==> config.mk <==
export PLATFORM = sky130hd
export DESIGN_NAME = stream_burst_ctrl_flat
export DESIGN_NICKNAME = d
export VERILOG_FILES = /design/src/rtl/stream_burst_ctrl_pkg.sv /design/src/rtl/stream_burst_ctrl_if.sv /design/src/rtl/stream_burst_ctrl_setting_reg.sv /design/src/rtl/stream_burst_ctrl.sv /design/src/flat_wrapper.sv
export SDC_FILE = /design/constraint.sdc
export NUM_CORES = 1
export LEC_CHECK = 0
export BUFFER_PORTS_ARGS = -buffer_cell sky130_fd_sc_hd__buf_2
export CAP_MARGIN = 20
export CORE_ASPECT_RATIO = 0.5
export CORE_MARGIN = 3
export CORE_UTILIZATION = 42
export CTS_CLUSTER_DIAMETER = 30
export DETAILED_ROUTE_END_ITERATION = 10
export SYNTH_ARGS = -nofsm -noshare
export SYNTH_HDL_FRONTEND = slang
export SYNTH_SLANG_ARGS = --single-unit
export TNS_END_PERCENT = 30
==> constraint.sdc <==
create_clock -name clk -period 4.5 [get_ports clk]
set_input_delay 0.675 -clock clk [delete_from_list [all_inputs] [get_ports clk]]
set_output_delay 0.675 -clock clk [all_outputs]
set_load 0.1 [all_outputs]
==> src/rtl/stream_burst_ctrl_pkg.sv <==
// Purpose : shared register map, CTRL bit positions and FSM state type for stream_burst_ctrl.
// Latency : n/a (declarations only).
// Backpr. : n/a.
package stream_burst_ctrl_pkg;

  // Register offsets relative to the block's BASE settings address
  localparam int SR_CTRL     = 0;
  localparam int SR_NUM_PKTS = 1;
  localparam int SR_GAP      = 2;

  // CTRL register bit positions
  localparam int CTRL_START = 0;
  localparam int CTRL_CONT  = 1;
  localparam int CTRL_STOP  = 2;

  typedef enum logic [1:0] {
    ST_IDLE = 2'd0,
    ST_PASS = 2'd1,
    ST_GAP  = 2'd2
  } state_t;

endpackage

==> src/rtl/stream_burst_ctrl_if.sv <==
// Purpose : settings bus plus generator-side and noc_shell-side AXI-stream signals.
// Latency : n/a (wiring only).
// Backpr. : tready on each stream; the settings bus has no backpressure.
// Ports   : master = environment (drives settings, i_* data, o_tready);
//           slave  = stream_burst_ctrl (drives i_tready and o_* data).
interface stream_burst_ctrl_if;
  logic        set_stb;
  logic [7:0]  set_addr;
  logic [31:0] set_data;

  logic [63:0] i_tdata;
  logic        i_tlast;
  logic        i_tvalid;
  logic        i_tready;

  logic [63:0] o_tdata;
  logic        o_tlast;
  logic        o_tvalid;
  logic        o_tready;

  modport master (
    output set_stb, set_addr, set_data,
    output i_tdata, i_tlast, i_tvalid,
    input  i_tready,
    input  o_tdata, o_tlast, o_tvalid,
    output o_tready
  );

  modport slave (
    input  set_stb, set_addr, set_data,
    input  i_tdata, i_tlast, i_tvalid,
    output i_tready,
    output o_tdata, o_tlast, o_tvalid,
    input  o_tready
  );

endinterface

==> src/rtl/stream_burst_ctrl_setting_reg.sv <==
// Purpose : one settings-bus register; captures set_data when the strobe hits ADDR.
// Latency : written value visible the cycle after the strobe.
// Backpr. : none; every matching strobe is accepted.
// Ports   : clk, reset (sync, active-high), set_stb/set_addr/set_data (data pre-sliced
//           to WIDTH by the caller), out = current register value (resets to 0).
module stream_burst_ctrl_setting_reg #(
  parameter logic [7:0] ADDR  = 8'd0,
  parameter int         WIDTH = 32
) (
  input  logic             clk,
  input  logic             reset,
  input  logic             set_stb,
  input  logic [7:0]       set_addr,
  input  logic [WIDTH-1:0] set_data,
  output logic [WIDTH-1:0] out
);

  always_ff @(posedge clk) begin
    if (reset) begin
      out <= '0;
    end else if (set_stb && (set_addr == ADDR)) begin
      out <= set_data;
    end
  end

endmodule

==> src/rtl/stream_burst_ctrl.sv <==
// Purpose : gates a generator stream into bursts of whole packets with optional inter-packet gaps.
// Latency : zero-cycle combinational pass-through while passing; no internal buffering.
// Backpr. : i_tready = o_tready while passing; generator held off (i_tready=0) when idle or in a gap.
// Ports   : clk, reset (sync, active-high); bus = settings bus + both stream sides (slave modport);
//           busy (not idle), burst_done (1-cycle pulse), pkt_count (packets since last start).
module stream_burst_ctrl
  import stream_burst_ctrl_pkg::*;
#(
  parameter int BASE      = 128,
  parameter int GAP_WIDTH = 16
) (
  input  logic                clk,
  input  logic                reset,
  stream_burst_ctrl_if.slave  bus,
  output logic                busy,
  output logic                burst_done,
  output logic [31:0]         pkt_count
);

  localparam logic [7:0] ADDR_CTRL     = 8'(BASE + SR_CTRL);
  localparam logic [7:0] ADDR_NUM_PKTS = 8'(BASE + SR_NUM_PKTS);
  localparam logic [7:0] ADDR_GAP      = 8'(BASE + SR_GAP);
  localparam logic [GAP_WIDTH-1:0] GAP_ONE = GAP_WIDTH'(1);

  // ---------------------------------------------------------------- registers
  logic                 cont_q;
  logic [31:0]          num_pkts_q;
  logic [GAP_WIDTH-1:0] gap_q;

  // Only the continuous bit is stored from CTRL; start/stop are pulses.
  stream_burst_ctrl_setting_reg #(.ADDR(ADDR_CTRL), .WIDTH(1)) u_reg_ctrl (
    .clk      (clk),
    .reset    (reset),
    .set_stb  (bus.set_stb),
    .set_addr (bus.set_addr),
    .set_data (bus.set_data[CTRL_CONT]),
    .out      (cont_q)
  );

  stream_burst_ctrl_setting_reg #(.ADDR(ADDR_NUM_PKTS), .WIDTH(32)) u_reg_num_pkts (
    .clk      (clk),
    .reset    (reset),
    .set_stb  (bus.set_stb),
    .set_addr (bus.set_addr),
    .set_data (bus.set_data),
    .out      (num_pkts_q)
  );

  stream_burst_ctrl_setting_reg #(.ADDR(ADDR_GAP), .WIDTH(GAP_WIDTH)) u_reg_gap (
    .clk      (clk),
    .reset    (reset),
    .set_stb  (bus.set_stb),
    .set_addr (bus.set_addr),
    .set_data (bus.set_data[GAP_WIDTH-1:0]),
    .out      (gap_q)
  );

  logic ctrl_wr;
  logic start_req;
  logic stop_req;

  assign ctrl_wr   = bus.set_stb && (bus.set_addr == ADDR_CTRL);
  assign start_req = ctrl_wr && bus.set_data[CTRL_START];
  assign stop_req  = ctrl_wr && bus.set_data[CTRL_STOP];

  // ---------------------------------------------------------------- datapath
  state_t               state;
  logic [31:0]          shadow_num;
  logic                 shadow_cont;
  logic [31:0]          burst_cnt;
  logic [GAP_WIDTH-1:0] gap_cnt;
  logic                 stop_pend;

  logic        passing;
  logic        last_hs;
  logic [31:0] burst_next;
  logic        burst_hit;

  assign passing = (state == ST_PASS);

  assign bus.o_tdata  = bus.i_tdata;
  assign bus.o_tlast  = bus.i_tlast;
  assign bus.o_tvalid = passing && bus.i_tvalid;
  assign bus.i_tready = passing && bus.o_tready;

  assign last_hs    = passing && bus.i_tvalid && bus.o_tready && bus.i_tlast;
  assign burst_next = burst_cnt + 32'd1;
  assign burst_hit  = (burst_next == shadow_num);

  // ---------------------------------------------------------------- FSM
  always_ff @(posedge clk) begin
    if (reset) begin
      state       <= ST_IDLE;
      busy        <= 1'b0;
      burst_done  <= 1'b0;
      pkt_count   <= '0;
      shadow_num  <= '0;
      shadow_cont <= 1'b0;
      burst_cnt   <= '0;
      gap_cnt     <= '0;
      stop_pend   <= 1'b0;
    end else begin
      burst_done <= 1'b0;
      case (state)
        ST_IDLE: begin
          stop_pend <= 1'b0;
          // Continuous comes from the write itself: the register copy only updates next cycle.
          if (start_req && (num_pkts_q != 32'd0)) begin
            shadow_num  <= num_pkts_q;
            shadow_cont <= bus.set_data[CTRL_CONT];
            pkt_count   <= '0;
            burst_cnt   <= '0;
            state       <= ST_PASS;
            busy        <= 1'b1;
          end
        end

        ST_PASS: begin
          if (stop_req) stop_pend <= 1'b1;
          if (last_hs) begin
            pkt_count <= pkt_count + 32'd1;
            // A stop arriving on the very tlast beat counts as pending for that packet.
            if (stop_pend || stop_req || (burst_hit && !shadow_cont)) begin
              state      <= ST_IDLE;
              busy       <= 1'b0;
              burst_done <= 1'b1;
              stop_pend  <= 1'b0;
            end else if (burst_hit) begin
              // Continuous rollover: next burst picks up the live NUM_PKTS and continuous bit,
              // so clearing continuous without a stop lets the next burst be the last.
              burst_done  <= 1'b1;
              shadow_num  <= num_pkts_q;
              shadow_cont <= cont_q;
              burst_cnt   <= '0;
            end else begin
              burst_cnt <= burst_next;
              if (gap_q != '0) begin
                gap_cnt <= gap_q;
                state   <= ST_GAP;
              end
            end
          end
        end

        ST_GAP: begin
          if (stop_req) begin
            state      <= ST_IDLE;
            busy       <= 1'b0;
            burst_done <= 1'b1;
            stop_pend  <= 1'b0;
          end else if (gap_cnt <= GAP_ONE) begin
            state <= ST_PASS;
          end else begin
            gap_cnt <= gap_cnt - GAP_ONE;
          end
        end

        default: begin
          state <= ST_IDLE;
          busy  <= 1'b0;
        end
      endcase
    end
  end

endmodule
==> src/flat_wrapper.sv <==
// flat-port wrapper written by rule: the top's interface ports become plain ports
module stream_burst_ctrl_flat import stream_burst_ctrl_pkg::*;
#(
  parameter int BASE      = 128,
  parameter int GAP_WIDTH = 16
)
  (clk, reset, busy, burst_done, pkt_count, bus_set_stb, bus_set_addr, bus_set_data, bus_i_tdata, bus_i_tlast, bus_i_tvalid, bus_i_tready, bus_o_tdata, bus_o_tlast, bus_o_tvalid, bus_o_tready);
  stream_burst_ctrl_if bus_i ();
  input  logic clk;
  input  logic reset;
  output logic busy;
  output logic burst_done;
  output logic [31:0] pkt_count;
  input wire logic [$bits(bus_i.set_stb)-1:0] bus_set_stb;
  input wire logic [$bits(bus_i.set_addr)-1:0] bus_set_addr;
  input wire logic [$bits(bus_i.set_data)-1:0] bus_set_data;
  input wire logic [$bits(bus_i.i_tdata)-1:0] bus_i_tdata;
  input wire logic [$bits(bus_i.i_tlast)-1:0] bus_i_tlast;
  input wire logic [$bits(bus_i.i_tvalid)-1:0] bus_i_tvalid;
  output wire logic [$bits(bus_i.i_tready)-1:0] bus_i_tready;
  output wire logic [$bits(bus_i.o_tdata)-1:0] bus_o_tdata;
  output wire logic [$bits(bus_i.o_tlast)-1:0] bus_o_tlast;
  output wire logic [$bits(bus_i.o_tvalid)-1:0] bus_o_tvalid;
  input wire logic [$bits(bus_i.o_tready)-1:0] bus_o_tready;
  assign bus_i.set_stb = bus_set_stb;
  assign bus_i.set_addr = bus_set_addr;
  assign bus_i.set_data = bus_set_data;
  assign bus_i.i_tdata = bus_i_tdata;
  assign bus_i.i_tlast = bus_i_tlast;
  assign bus_i.i_tvalid = bus_i_tvalid;
  assign bus_i_tready = bus_i.i_tready;
  assign bus_o_tdata = bus_i.o_tdata;
  assign bus_o_tlast = bus_i.o_tlast;
  assign bus_o_tvalid = bus_i.o_tvalid;
  assign bus_i.o_tready = bus_o_tready;
  stream_burst_ctrl #(.BASE(BASE), .GAP_WIDTH(GAP_WIDTH)) u_core (.clk(clk), .reset(reset), .bus(bus_i), .busy(busy), .burst_done(burst_done), .pkt_count(pkt_count));
endmodule
==> impl_metrics.toml <==
[critical_path]
cp_slowest_stage_delay_ns = 0.53
slowest_stage = "or4b_4"
r2r_start = "u_core.burst_cnt[0]"
required_ns = 4.87
crit_start = "u_core.burst_cnt[0]"
critPathMostFrequentCell = "nand3_1"
path_cells = "ha_1, nand3_1, nor2_1, nand3_1, xnor2_1, or4b_4, nor4_4, a21oi_2, nor3_4, buf_12, mux2i_1"
critPathKind = "register to register"
worst_setup_path_start_kind = "register"
crit_path_end_kind = "register"
crit_path_max_fanout = 33
critPathArrivalTime_ns = 4.44
path_buf_inv = 1
cp_top_family = "simple AND/OR/NAND/NOR gates"

[yosys]
synth_area_per_cell_um2 = 7.798
yosysWarnings = 0
synth_flop_cell = "dfxtp_1"
synth_cell_types = 71
netlist_area_mm2 = 0.009669
syn_nets = 1359
ys_async_sr_fraction_pct = 0
syn_inst = 1240
synth_edf_count = 0
synth.yosys.seq_area_share_pct = 34.58
synth-seq-cells = 167

[sta]
hold_viol_final = 0
maxSlewHeadroom_pct = 38.54
period_needed_ns = 4.070
min_period_over_period_pct = 90.45
drv_slew = 0
worst_pin_slew_ns = 0.9143
hold_ws_ns = 0.4554
tns_ns = 0
finClkSkew_ns = 0.01302
rsz0062_at_grt = "false"
fmax_ghz = 0.2457
timing.final.setup_violations = 0

[power_and_ir_drop]
p_comb_share_pct = 13.6
total_leakage_power_nw = 3.529
internal_power_mw = 2.462
power_switching_mw = 1.026
p_total_mw = 3.488
clkPwrFrac_pct = 43.5
power_density_mw_per_mm2 = 336.1
p_seq_share_pct = 42.9
swShare_pct = 29.42
vdd_drop_max_v = 0.0001999

[floorplan]
die_y_um = 113.3
rows = 38
core-area_mm2 = 0.02216
die_x_um = 220.6
die_area_mm2 = 0.02499
io_pins = 211
start_util_pct = 43.64

[clock_network]
worstSkewPairLatency_ns = 0.45
cts_buffer_depth = 2
clk_pin_slew_ns = 0.07
numCtsBuffers = 17
post_cts_resized = 0
h-tree-depth = 4
cts-root-buf = "clkbuf_16"
cts_setup_buffers = 0
postCtsHoldBufs = 0
cts_tree = "built"
clock_sinks = 167

[worst_hold_path]
hp-class = "register to register"
min_from = "u_core.busy"

[global_routing]
grt_max_degree = 65
grt_pass1_wl_um = 45040
grt_usage_pct = 22.88
grt_pass1_vias = 8157
overflow = 0
antenna_found_initial = 0

[placed_design]
place_hpwl_um = 20570
dp_cells = 1494
gp_congestion = 0.9461
io_buffers = 82

[drt]
viasPerCell = 5.847
drt_wl_total_um = 28510
drc = 0
first_pass_iters = 5
dr.first_iter.drc_count = 937
ant_nets = 0
num_vias = 8923
wire_per_inst_um = 18.68

[run_status]
status = "complete, no violations"

[layout]
syn_to_final_growth_pct = 7.350
diodes = 0
drive_above_1_share_pct = 12.89
final_core_util_pct = 46.85
final_cells = 1526
finalNetCount = 1332

[run]
maxCapViolCount = 0
## final timing paths
path | slack (ns) | cells after the start | to
max reg2reg | 0.43 | 11 | u_core.shadow_num[26]
min reg2reg | 0.46 | 2 | u_core.busy
max | 0.43 | 11 | u_core.shadow_num[26]
min | 0.46 | 2 | u_core.busy
## synth_stat cells (16+ instances only)
cell type | count | area (um^2)
nor2_1 | 85 | 319.1
and3_1 | 21 | 131.4
nand4_1 | 23 | 143.9
inv_1 | 28 | 105.1
nor4_1 | 22 | 137.6
mux2i_1 | 42 | 420.4
o21ai_0 | 32 | 160.2
xnor2_1 | 35 | 306.5
a211oi_1 | 16 | 120.1
a21oi_1 | 91 | 455.4
buf_2 | 20 | 100.1
buf_4 | 70 | 525.5
nor3_1 | 29 | 145.1
clkbuf_1 | 52 | 195.2
xor2_1 | 27 | 236.5
dfxtp_1 | 167 | 3343
nand2_1 | 236 | 885.9
nand3_1 | 36 | 180.2
## per-stage QoR
stage	worst slack, ns	instance area, um^2
floorplan	1.122	9669
CTS	0.3996	10370
detailed placement	0.4128	9768
finish	0.4298	10380
global placement	0.5448	9768
global route	0.08741	10380
## state kept, by name, indices dropped and copies added (netlist names)
signal,flops
u_core.burst_cnt,32
u_core.burst_done,1
u_core.busy,1
u_core.gap_cnt,16
u_core.pkt_count,32
u_core.shadow_cont,1
u_core.shadow_num,32
u_core.state,2
u_core.stop_pend,1
u_core.u_reg_ctrl.out,1
u_core.u_reg_gap.out,16
u_core.u_reg_num_pkts.out,32
## per-layer routing
metal / vias up / global-route usage (%) / routed length, um
met4: 0 / 8.557 / 827
met5: - / 0 / 0
li1: 4274 / - / -
met1: 4259 / 32.77 / 13730
met3: 76 / 6.654 / 2279
met2: 314 / 32.35 / 11680
## cell type report
type / instances / area [um^2]
clock buffers: 18 / 439.2
inverters: 30 / 112.6
well taps: 300 / 375.4
multi-input cells: 896 / 5371
repair buffers: 101 / 578.1
flip-flops and latches: 167 / 3343
fillers: 2239 / 11780
clock inverters: 14 / 160.2
## power groups by stage
| stage | combinational [mW] | clock [mW] | sequential, mW |
|---|---|---|---|
| after global routing | 0.508 | 1.61 | 1.50 |
| after global placement | 0.466 | 0 | 1.53 |
| final | 0.475 | 1.52 | 1.50 |
| after CTS | 0.468 | 1.55 | 1.50 |
| after detailed placement | 0.466 | 0 | 1.53 |
| after floorplan | 0.561 | 0 | 1.56 |
## worst reg2reg max path, delay by kind of cell (launching register included)
family / cells / cell delay [ns]
xor gates and xnor gates: 1 / 0.20
adders and majority gates: 1 / 0.31
muxes: 1 / 0.25
and+or+nand+nor: 6 / 2.19
DFF: 1 / 0.43
buffers and inverters: 1 / 0.28
AOI/OAI and AO/OA: 1 / 0.33
## cell families (layout without fill, tap and decap cells)
| family | count (synthesis) | after routing | synth area share, % |
|---|---|---|---|
| compound gates | 250 | 250 | 17.17 |
| mux | 43 | 43 | 4.464 |
| fa+ha+maj | 9 | 9 | 1.165 |
| buf+inv | 177 | 163 | 10.11 |
| flops | 167 | 167 | 34.58 |
| simple gates | 532 | 532 | 26.90 |
| xor+xnor | 62 | 62 | 5.616 |
## cell usage in the layout, fill, tap and decap left out, types with 5 or more instances in the layout
| master | Yosys | final |
|---|---|---|
| clkbuf_16 | 0 | 17 |
| nor3_1 | 29 | 29 |
| nor2_1 | 85 | 85 |
| mux2i_1 | 42 | 42 |
| buf_4 | 70 | 17 |
| a2bb2oi_1 | 6 | 6 |
| nor4_1 | 22 | 22 |
| nand2_1 | 236 | 236 |
| and4_1 | 10 | 10 |
| o21ai_0 | 32 | 31 |
| o31ai_1 | 14 | 14 |
| nand3b_1 | 5 | 5 |
| and3_1 | 21 | 21 |
| a211oi_1 | 16 | 16 |
| xor2_1 | 27 | 27 |
| a22oi_1 | 5 | 5 |
| o32ai_1 | 11 | 11 |
| dfxtp_1 | 167 | 167 |
| nand4_1 | 23 | 23 |
| o221ai_1 | 7 | 7 |
| xnor2_1 | 35 | 35 |
| buf_2 | 20 | 82 |
| or3_1 | 12 | 12 |
| ha_1 | 9 | 9 |
| o2111ai_1 | 6 | 6 |
| a21oi_1 | 91 | 91 |
| o311ai_0 | 13 | 13 |
| inv_1 | 28 | 28 |
| a31oi_1 | 13 | 13 |
| or4_1 | 6 | 6 |
| nand2b_1 | 13 | 13 |
| nand3_1 | 36 | 36 |
| and2_1 | 11 | 11 |
No activity file was read; power rests on OpenSTA's default activity.
